$ cat config.mk
export PLATFORM = sky130hd
export DESIGN_NAME = ard_bus_link
export DESIGN_NICKNAME = d
export VERILOG_FILES = /design/src/rtl/ard_bus_link_pkg.sv /design/src/rtl/ard_bus_link_sync.sv /design/src/rtl/ard_bus_link.sv
export SDC_FILE = /design/constraint.sdc
export NUM_CORES = 1
export LEC_CHECK = 0
export ABC_CLOCK_PERIOD_IN_PS = 2400
export CAP_MARGIN = 20
export CORE_MARGIN = 2
export CORE_UTILIZATION = 44
export CTS_CLUSTER_DIAMETER = 30
export DETAILED_ROUTE_END_ITERATION = 10
export GPL_TIMING_DRIVEN = 1
export PLACE_DENSITY = 0.72
export SYNTH_ARGS = -nofsm -noshare
export SYNTH_HDL_FRONTEND = slang
export SYNTH_SLANG_ARGS = --single-unit
$ cat constraint.sdc
create_clock -name clk -period 2.4 [get_ports clk]
set_clock_uncertainty 0.15 [all_clocks]
set_input_delay 0.36 -clock clk [delete_from_list [all_inputs] [get_ports clk]]
set_output_delay 0.36 -clock clk [all_outputs]
set_load 0.02 [all_outputs]
$ cat src/rtl/ard_bus_link_pkg.sv
// Shared types for the Arduino byte link.
// Holds the link state encoding and the Arduino-side byte width.
package ard_bus_link_pkg;

    localparam int LINK_BYTE_W = 8;

    typedef enum logic [3:0] {
        IDLE,
        TX_HI,
        TX_HI_REL,
        TX_LO,
        TX_LO_REL,
        RX_HI_REL,
        RX_LO,
        RX_LO_REL,
        RX_HOLD
    } link_state_t;

endpackage

$ cat src/rtl/ard_bus_link_sync.sv
// sync_ff: STAGES-deep flop chain for asynchronous inputs.
// Ports: clk_i, rst_ni (async, active-low, clears to 0), d_i, q_o.
module sync_ff #(
    parameter int STAGES = 2
) (
    input  logic clk_i,
    input  logic rst_ni,
    input  logic d_i,
    output logic q_o
);

    logic [STAGES-1:0] chain_q;

    always_ff @(posedge clk_i or negedge rst_ni) begin
        if (!rst_ni) begin
            chain_q <= '0;
        end else begin
            chain_q <= {chain_q[STAGES-2:0], d_i};
        end
    end

    assign q_o = chain_q[STAGES-1];

endmodule

$ cat src/rtl/ard_bus_link.sv
// ard_bus_link: byte-wide 4-phase link between the 16-bit core and the Arduino.
// Core side: tx_word/tx_valid/tx_ready in, rx_word/rx_valid/rx_ready out.
// Arduino side: in_bus/ard_data_ready/data_in_ack, out_bus/data_out_ready/
// ard_receive_ready. Status: busy, error. Macro LINK_TIMEOUT_EN enables the
// handshake watchdog (TIMEOUT_CYC); without it error is tied to 0.
module ard_bus_link
    import ard_bus_link_pkg::*;
#(
    parameter int SYNC_STAGES = 2,
    parameter int TIMEOUT_CYC = 1023
) (
    input  logic                   clk,
    input  logic                   rst,
    input  logic [15:0]            tx_word,
    input  logic                   tx_valid,
    output logic                   tx_ready,
    output logic [15:0]            rx_word,
    output logic                   rx_valid,
    input  logic                   rx_ready,
    input  logic [LINK_BYTE_W-1:0] in_bus,
    input  logic                   ard_data_ready,
    output logic                   data_in_ack,
    output logic [LINK_BYTE_W-1:0] out_bus,
    output logic                   data_out_ready,
    input  logic                   ard_receive_ready,
    output logic                   busy,
    output logic                   error
);

    logic dr_s, rr_s;

    sync_ff #(.STAGES(SYNC_STAGES)) u_sync_dr (
        .clk_i (clk),
        .rst_ni(rst),
        .d_i   (ard_data_ready),
        .q_o   (dr_s)
    );

    sync_ff #(.STAGES(SYNC_STAGES)) u_sync_rr (
        .clk_i (clk),
        .rst_ni(rst),
        .d_i   (ard_receive_ready),
        .q_o   (rr_s)
    );

    link_state_t            state_q, state_d;
    logic [15:0]            txw_q, txw_d;
    logic [LINK_BYTE_W-1:0] hi_q, hi_d;
    logic [LINK_BYTE_W-1:0] lo_q, lo_d;
    logic [LINK_BYTE_W-1:0] obus_q, obus_d;
    logic                   dor_q, dor_d;
    logic                   ack_q, ack_d;
    logic [15:0]            rxw_q, rxw_d;
    logic                   rxv_q, rxv_d;
    logic                   busy_q;
    logic                   err_q, err_d;

`ifdef LINK_TIMEOUT_EN
    localparam int CW = $clog2(TIMEOUT_CYC + 1);
    logic [CW-1:0] cnt_q, cnt_d;
    logic          counting, expired;

    // Waiting in RX_HOLD is core back-pressure, not a stuck handshake.
    assign counting = (state_q != IDLE) && (state_q != RX_HOLD);
    // This edge brings the count to TIMEOUT_CYC.
    assign expired  = counting && (cnt_q == CW'(TIMEOUT_CYC - 1));
`else
    logic unused_timeout;
    assign unused_timeout = (TIMEOUT_CYC != 0);
`endif

    always_comb begin
        state_d = state_q;
        txw_d   = txw_q;
        hi_d    = hi_q;
        lo_d    = lo_q;
        obus_d  = obus_q;
        dor_d   = dor_q;
        ack_d   = ack_q;
        rxw_d   = rxw_q;
        rxv_d   = rxv_q;
        err_d   = err_q;
        unique case (state_q)
            IDLE: begin
                if (tx_valid) begin
                    txw_d   = tx_word;
                    obus_d  = tx_word[15:8];
                    dor_d   = 1'b1;
                    err_d   = 1'b0;
                    state_d = TX_HI;
                end else if (dr_s) begin
                    hi_d    = in_bus;
                    ack_d   = 1'b1;
                    state_d = RX_HI_REL;
                end
            end
            TX_HI: begin
                if (rr_s) begin
                    dor_d   = 1'b0;
                    state_d = TX_HI_REL;
                end
            end
            TX_HI_REL: begin
                if (!rr_s) begin
                    obus_d  = txw_q[7:0];
                    dor_d   = 1'b1;
                    state_d = TX_LO;
                end
            end
            TX_LO: begin
                if (rr_s) begin
                    dor_d   = 1'b0;
                    state_d = TX_LO_REL;
                end
            end
            TX_LO_REL: begin
                if (!rr_s) begin
                    state_d = IDLE;
                end
            end
            RX_HI_REL: begin
                if (!dr_s) begin
                    ack_d   = 1'b0;
                    state_d = RX_LO;
                end
            end
            RX_LO: begin
                if (dr_s) begin
                    lo_d    = in_bus;
                    ack_d   = 1'b1;
                    state_d = RX_LO_REL;
                end
            end
            RX_LO_REL: begin
                if (!dr_s) begin
                    ack_d   = 1'b0;
                    rxw_d   = {hi_q, lo_q};
                    rxv_d   = 1'b1;
                    state_d = RX_HOLD;
                end
            end
            RX_HOLD: begin
                if (rx_ready) begin
                    rxv_d   = 1'b0;
                    state_d = IDLE;
                end
            end
            default: begin
                state_d = IDLE;
            end
        endcase
`ifdef LINK_TIMEOUT_EN
        if (expired) begin
            state_d = IDLE;
            dor_d   = 1'b0;
            ack_d   = 1'b0;
            err_d   = 1'b1;
        end
        if (state_d != state_q) begin
            cnt_d = '0;
        end else if (counting) begin
            cnt_d = cnt_q + 1'b1;
        end else begin
            cnt_d = cnt_q;
        end
`endif
    end

    always_ff @(posedge clk or negedge rst) begin
        if (!rst) begin
            state_q <= IDLE;
            txw_q   <= '0;
            hi_q    <= '0;
            lo_q    <= '0;
            obus_q  <= '0;
            dor_q   <= 1'b0;
            ack_q   <= 1'b0;
            rxw_q   <= '0;
            rxv_q   <= 1'b0;
            busy_q  <= 1'b0;
            err_q   <= 1'b0;
        end else begin
            state_q <= state_d;
            txw_q   <= txw_d;
            hi_q    <= hi_d;
            lo_q    <= lo_d;
            obus_q  <= obus_d;
            dor_q   <= dor_d;
            ack_q   <= ack_d;
            rxw_q   <= rxw_d;
            rxv_q   <= rxv_d;
            busy_q  <= (state_d != IDLE);
            err_q   <= err_d;
        end
    end

`ifdef LINK_TIMEOUT_EN
    always_ff @(posedge clk or negedge rst) begin
        if (!rst) begin
            cnt_q <= '0;
        end else begin
            cnt_q <= cnt_d;
        end
    end
    assign error = err_q;
`else
    assign error = 1'b0;
`endif

    assign tx_ready       = rst && (state_q == IDLE);
    assign rx_word        = rxw_q;
    assign rx_valid       = rxv_q;
    assign data_in_ack    = ack_q;
    assign out_bus        = obus_q;
    assign data_out_ready = dor_q;
    assign busy           = busy_q;

endmodule

# Yosys cells after proc, flatten, opt, wreduce, memory -nomap -nowiden

Cells that the tools add are included.

Bits in registers: 60
Latch bits: 0
Output and inout port bits: 30
RAM bits: 0
Bits of input ports: 30
Memories: 0
ROM bits: 0
Word-level logic and storage cells: 71

Shifts and indexed selects: 0
$add $sub $neg: 0
Div/mod/pow operators: 0
Muxes and demuxes: 25
$lt $le $gt $ge: 0
Reduce and logical (&&, ||, !) cells: 17
$mul: 0
Equal/unequal tests: 15
Bitwise logic cells: 2

Operators by type and width:

| kind                 | count |
|---|---|
| $mux W4              | 10 |
| $pmux W4 S9          | 1 |
| $eq A4 B3 Y1 const B | 4 |
| $mux W8              | 2 |
| $pmux W8 S2          | 1 |
| $ne A2 B2 Y1 const B | 6 |
| $reduce_and A3 Y1    | 4 |
| $eq A4 B2 Y1 const B | 2 |
| $mux W1              | 8 |
| $pmux W1 S3          | 2 |
| $reduce_and A2 Y1    | 3 |
| $reduce_bool A3 Y1   | 2 |
| $eq A4 B1 Y1 const B | 1 |
| $eq A4 B4 Y1 const B | 1 |
| $logic_not A4 Y1     | 1 |
| $reduce_and A4 Y1    | 1 |
| $reduce_bool A2 Y1   | 2 |
| $reduce_bool A4 Y1   | 1 |
| $reduce_or A2 Y1     | 2 |
| $ne A2 B1 Y1 const B | 1 |
| $not A1 Y1           | 2 |
| $pmux W1 S2          | 1 |
| $logic_and A1 B1 Y1  | 1 |

# Depth between registers and ports, before layout

Depth after elaboration: 4
Gate-level depth with buffers: 7
Depth with buffers taken out: 4

# Cells and area by module

A second synthesis with hierarchy kept.

Cell total of the unflattened synthesis: 181
Area, all modules: 2519.9 um^2

By module, submodules not included:

| module       | seq. area each (um^2) | cells an instance | times used | area each (um^2) |
|---|---|---|---|---|
| ard_bus_link | 1401.3                | 177               | 1          | 2419.8 |
| sync_ff      | 50.0                  | 2                 | 2          | 50.0 |

# Worst setup path after synthesis

OpenSTA, ideal clock, no wires.

Path kind: reg2reg
Start point: register u_sync_dr.chain_q[1]
End point: register rxw_q[10] (netlist: rx_word[10])
Data required time: 2.125 ns
Setup slack: 0.706 ns
Arrival time: 1.419 ns
Clock period less this slack: 1.694 ns
Stages on the path, launching flop included: 7
Setup time: 0.125 ns
Path buffers: 3
Path through: dfrtp_1 -> clkbuf_2 -> nor2b_2 -> and3_1 -> buf_4 -> buf_6 -> mux2_2

Cells in the longest elaborated chain, start to end: 2

Ends and longest elaborated chain:

| item                               | RTL line                | source |
|---|---|---|
| start, declared                    | ard_bus_link_sync.sv:12 | `logic [STAGES-1:0] chain_q;` |
| start signal, assigned             | ard_bus_link_sync.sv:18 | `chain_q <= {chain_q[STAGES-2:0], d_i};` |
| $not A1 Y1 (no source line)        | --                      |  |
| $reduce_and A2 Y1 (no source line) | --                      |  |
| end signal, assigned               | ard_bus_link.sv:190     | `rxw_q <= rxw_d;` |
| end, declared                      | ard_bus_link.sv:53      | `logic [15:0] rxw_q, rxw_d;` |

Every way passes these cells.
A chain may end at the register's enable or synchronous reset.

# Worst setup path after layout

Start point: register state_q[3]
End point: output port tx_ready

Cells in the longest elaborated chain, start to end: 2

Ends and longest elaborated chain:

| item                   | RTL line            | source |
|---|---|---|
| start, declared        | ard_bus_link.sv:46  | `link_state_t state_q, state_d;` |
| start signal, assigned | ard_bus_link.sv:183 | `state_q <= state_d;` |
| $logic_not A4 Y1       | ard_bus_link.sv:210 | `assign tx_ready = rst && (state_q == IDLE);` |
| $logic_and A1 B1 Y1    | ard_bus_link.sv:210 |  |
| end, declared          | ard_bus_link.sv:16  | `output logic tx_ready,` |

Every way passes these cells.

==> flow_metrics.env <==
export IMPL_run_status="finished clean"
export IMPL_tritoncts_num_sinks=60
export IMPL_die_height_um=79.6
export IMPL_synth_cell_area_um2=2510
export IMPL_grt_start_max_net_pins=61
export IMPL_final_common_cell="sky130_fd_sc_hd__dfrtp_1"
export IMPL_dp_worst_setup_slack_ps=286
export IMPL_final_hold_slack_ps=45.5
export IMPL_cap_violations=0
export IMPL_detail_route_vias_per_cell=4.93
export IMPL_post_synth_num_cell_types=38
export IMPL_floorplan_initialDensity_pct=45.6
export IMPL_post_layout_net_count=280
export IMPL_power_clock_fraction_pct=22.3
export IMPL_vias_in_the_first_global_route=1612
export IMPL_timing_final_max_slew_violations=0
export IMPL_rsz_0062_raised_after_global_routing="no"
export IMPL_cts_tree="yes"
export IMPL_synth_nets=216
export IMPL_setup_viol_count_final=0
export IMPL_yosys_register_bits=60
export IMPL_avgRoutedWirePerCell_um=14.0
export IMPL_clock_fmax_mhz=464
export IMPL_clkLatencyLatePin_ps=320
export IMPL_final_hold_viol_count=0
export IMPL_slew_headroom_pct=52.4
export IMPL_diodes=0
export IMPL_core_rowCount=27
export IMPL_core_um2=5510
export IMPL_cts_resized=2
export IMPL_totalWireLength_mm=4.55
export IMPL_comb_power_share_pct=39.5
export IMPL_worstSetupPathType="register to output port"
export IMPL_power_switching_uw=1430
export IMPL_worst_endpoint_required_time_ps=1890
export IMPL_crit_arrival_ps=1650
export IMPL_worst_slack_ps=244
export IMPL_grt_first_pass_wirelength_mm=7.61
export IMPL_critPathMaxStageDelay_ps=490
export IMPL_timing_critical_path_from_type="register"
export IMPL_power_total_uw=4470
export IMPL_chipWidth_um=79.6
export IMPL_globalplace_congestion=0.782
export IMPL_hold_path_class="input port to asynchronous set/reset pin"
export IMPL_gr_usage_all_layers_pct=16.0
export IMPL_postRouteAntennaNets=0
export IMPL_post_synth_inst_count=186
export IMPL_dr_first_iter_drc_count=59
export IMPL_crit_buf_inv=1
export IMPL_internal_power_uw=3040
export IMPL_pin_slew_with_the_least_headroom_to_its_limit_ps=714
export IMPL_worst_path_dominant_cell_family="simple AND/OR/NAND/NOR gates"
export IMPL_antenna_found_initial=0
export IMPL_tritoncts_num_buffers=9
export IMPL_timing_critical_path_slowest_stage_cell="sky130_fd_sc_hd__dfrtp_2"
export IMPL_final_period_minus_worst_setup_slack_ps=2160
export IMPL_final_cell_mix="59 x sky130_fd_sc_hd__dfrtp_1, 56 x sky130_fd_sc_hd__clkdlybuf4s50_1, 40 x sky130_fd_sc_hd__mux2_2"
export IMPL_timing_critical_path_fanout_max=11
export IMPL_placement_io_buffers=58
export IMPL_yosys_warnings=0
export IMPL_swShare_pct=32.0
export IMPL_area_growth_syn_to_layout_pct=34.2
export IMPL_ioPinCount=60
export IMPL_cts_clk_slew_worst_paths_ps=70
export IMPL_detailed_router_iteration_count_before_antenna_repair=4
export IMPL_share_of_final_layout_standard_cells_stronger_than_drive_strength_1_pct=27.2
export IMPL_r2r_setup_slack_ps=480
export IMPL_dr_drc_count=0
export IMPL_crit_chain="nor4_4, and2_1, dlygate4sd2_1"
export IMPL_cts_root_buf="sky130_fd_sc_hd__clkbuf_8"
export IMPL_p_per_area_nw_per_um2=1320
export IMPL_synthesis_area_per_instance_um2=13.5
export IMPL_synth_seq_area_share_pct=59.7
export IMPL_max_vdd_ir_drop_mv=0.606
export IMPL_dp_hpwl_mm=3.16
export IMPL_floorplan_die_area_um2=6330
export IMPL_seq_power_share_pct=38.1
export IMPL_overflow=0
export IMPL_dr_total_vias=1606
export IMPL_cts_setup_buffers=0
export IMPL_finalCritPeriodShare_pct=89.8
export IMPL_setup_total_negative_slack_ps=0
export IMPL_cts_buffer_depth=2
export IMPL_static_leakage_power_uw=0.00145
export IMPL_cts_htree_levels=3
export IMPL_crit_path_end_kind="output port"
export IMPL_cts_hold_buffers_added=0
[state kept, by name, summed over array words and instances, names as in the netlist]
| register | cells |
|---|---|
| out_bus | 8 |
| txw_q | 8 |
| hi_q | 8 |
| state_q | 4 |
| u_sync_rr.chain_q | 2 |
| rx_word | 16 |
| u_sync_dr.chain_q | 2 |
| data_out_ready | 1 |
| rx_valid | 1 |
| busy | 1 |
| data_in_ack | 1 |
| lo_q | 8 |
[worst paths after layout]
kind	startpoint	endpoint	depth (start not counted)
max	state_q[3]$_DFF_PN0_	tx_ready	3
max in group asynchronous	rst	state_q[3]$_DFF_PN0_	2
min reg2reg	u_sync_dr.chain_q[0]$_DFF_PN0_	u_sync_dr.chain_q[1]$_DFF_PN0_	0
min	rst	rx_word[7]$_DFFE_PN0P_	2
max reg2reg	state_q[2]$_DFF_PN0_	rx_word[12]$_DFFE_PN0P_	5
min in group clk	u_sync_dr.chain_q[0]$_DFF_PN0_	u_sync_dr.chain_q[1]$_DFF_PN0_	0
[per-layer routing]
metal	part of all wire, %	vias up	wire [um]	global-route usage (%)
met5	0	-	0	0
met4	1.8	0	83	7.76
met3	3.5	7	161	5.09
met2	48	31	2200	24.9
met1	46	792	2100	20.1
li1	-	776	-	-
[cell families (layout without fill, tap and decap cells)]
group                  count (synthesis)  in the layout  synth area share (%)
AO/OA/AOI/OAI                         21             21                  5.18
XOR/XNOR                               1              1                 0.348
other                                  1              1                 0.149
flip-flops                            60             60                  59.7
AND/OR/NAND/NOR                       41             41                  10.1
buffers and inverters                 14             82                  3.43
multiplexers                          48             48                  21.1
[power by group through the flow]
stage	registers, uW	logic [uW]	clock network [uW]
finish	1700	1770	997
global placement	1710	1760	0
floorplan	1940	876	0
global route	1760	1920	1080
detailed placement	1720	1790	0
CTS	1710	1790	1020
[synthesized netlist by cell type (all sizes together)]
cell type,instances,area share [%]
or2b,1,0.30
o211ai,2,0.60
a31oi,1,0.25
nor2b,4,1.1
o2111ai,1,0.35
a41oi,1,0.35
mux2i,8,3.2
nor3b,1,0.30
nand4b,1,0.60
o21ai,12,2.5
and2,1,0.25
and3,1,0.25
nor4,2,1.1
conb,1,0.15
clkbuf,1,0.20
and3b,2,0.70
and2b,2,0.60
nor3,2,0.40
nand3,1,0.20
nand2b,3,0.75
nor2,4,0.70
dfrtp,60,60
or4,1,0.45
nand2,14,2.1
a21oi,2,0.40
buf,10,2.8
mux2,40,18
xor2,1,0.35
nand3b,1,0.30
inv,3,0.45
a32o,1,0.40
o31ai,1,0.30
[stage by stage]
stage / util, % / instances / cell area [um2]
4_1_cts: 61.3 / 326 / 3370
2_1_floorplan: - / 186 / 2510
3_5_place_dp: 57.2 / 311 / 3150
5_1_grt: 61.3 / 326 / 3370
3_3_place_gp: 57.2 / 311 / 3150
6_report: 61.3 / 326 / 3370
[cell type report]
cell class	count	area [um2]
clock buffer	11	151
clock inverter	4	72.6
fill	446	2130
inverter	3	11.3
multi-input combinational	112	926
sequential	60	1500
tap	72	90.1
timing repair buffer	64	619
Power figures use the tool's default switching activity.
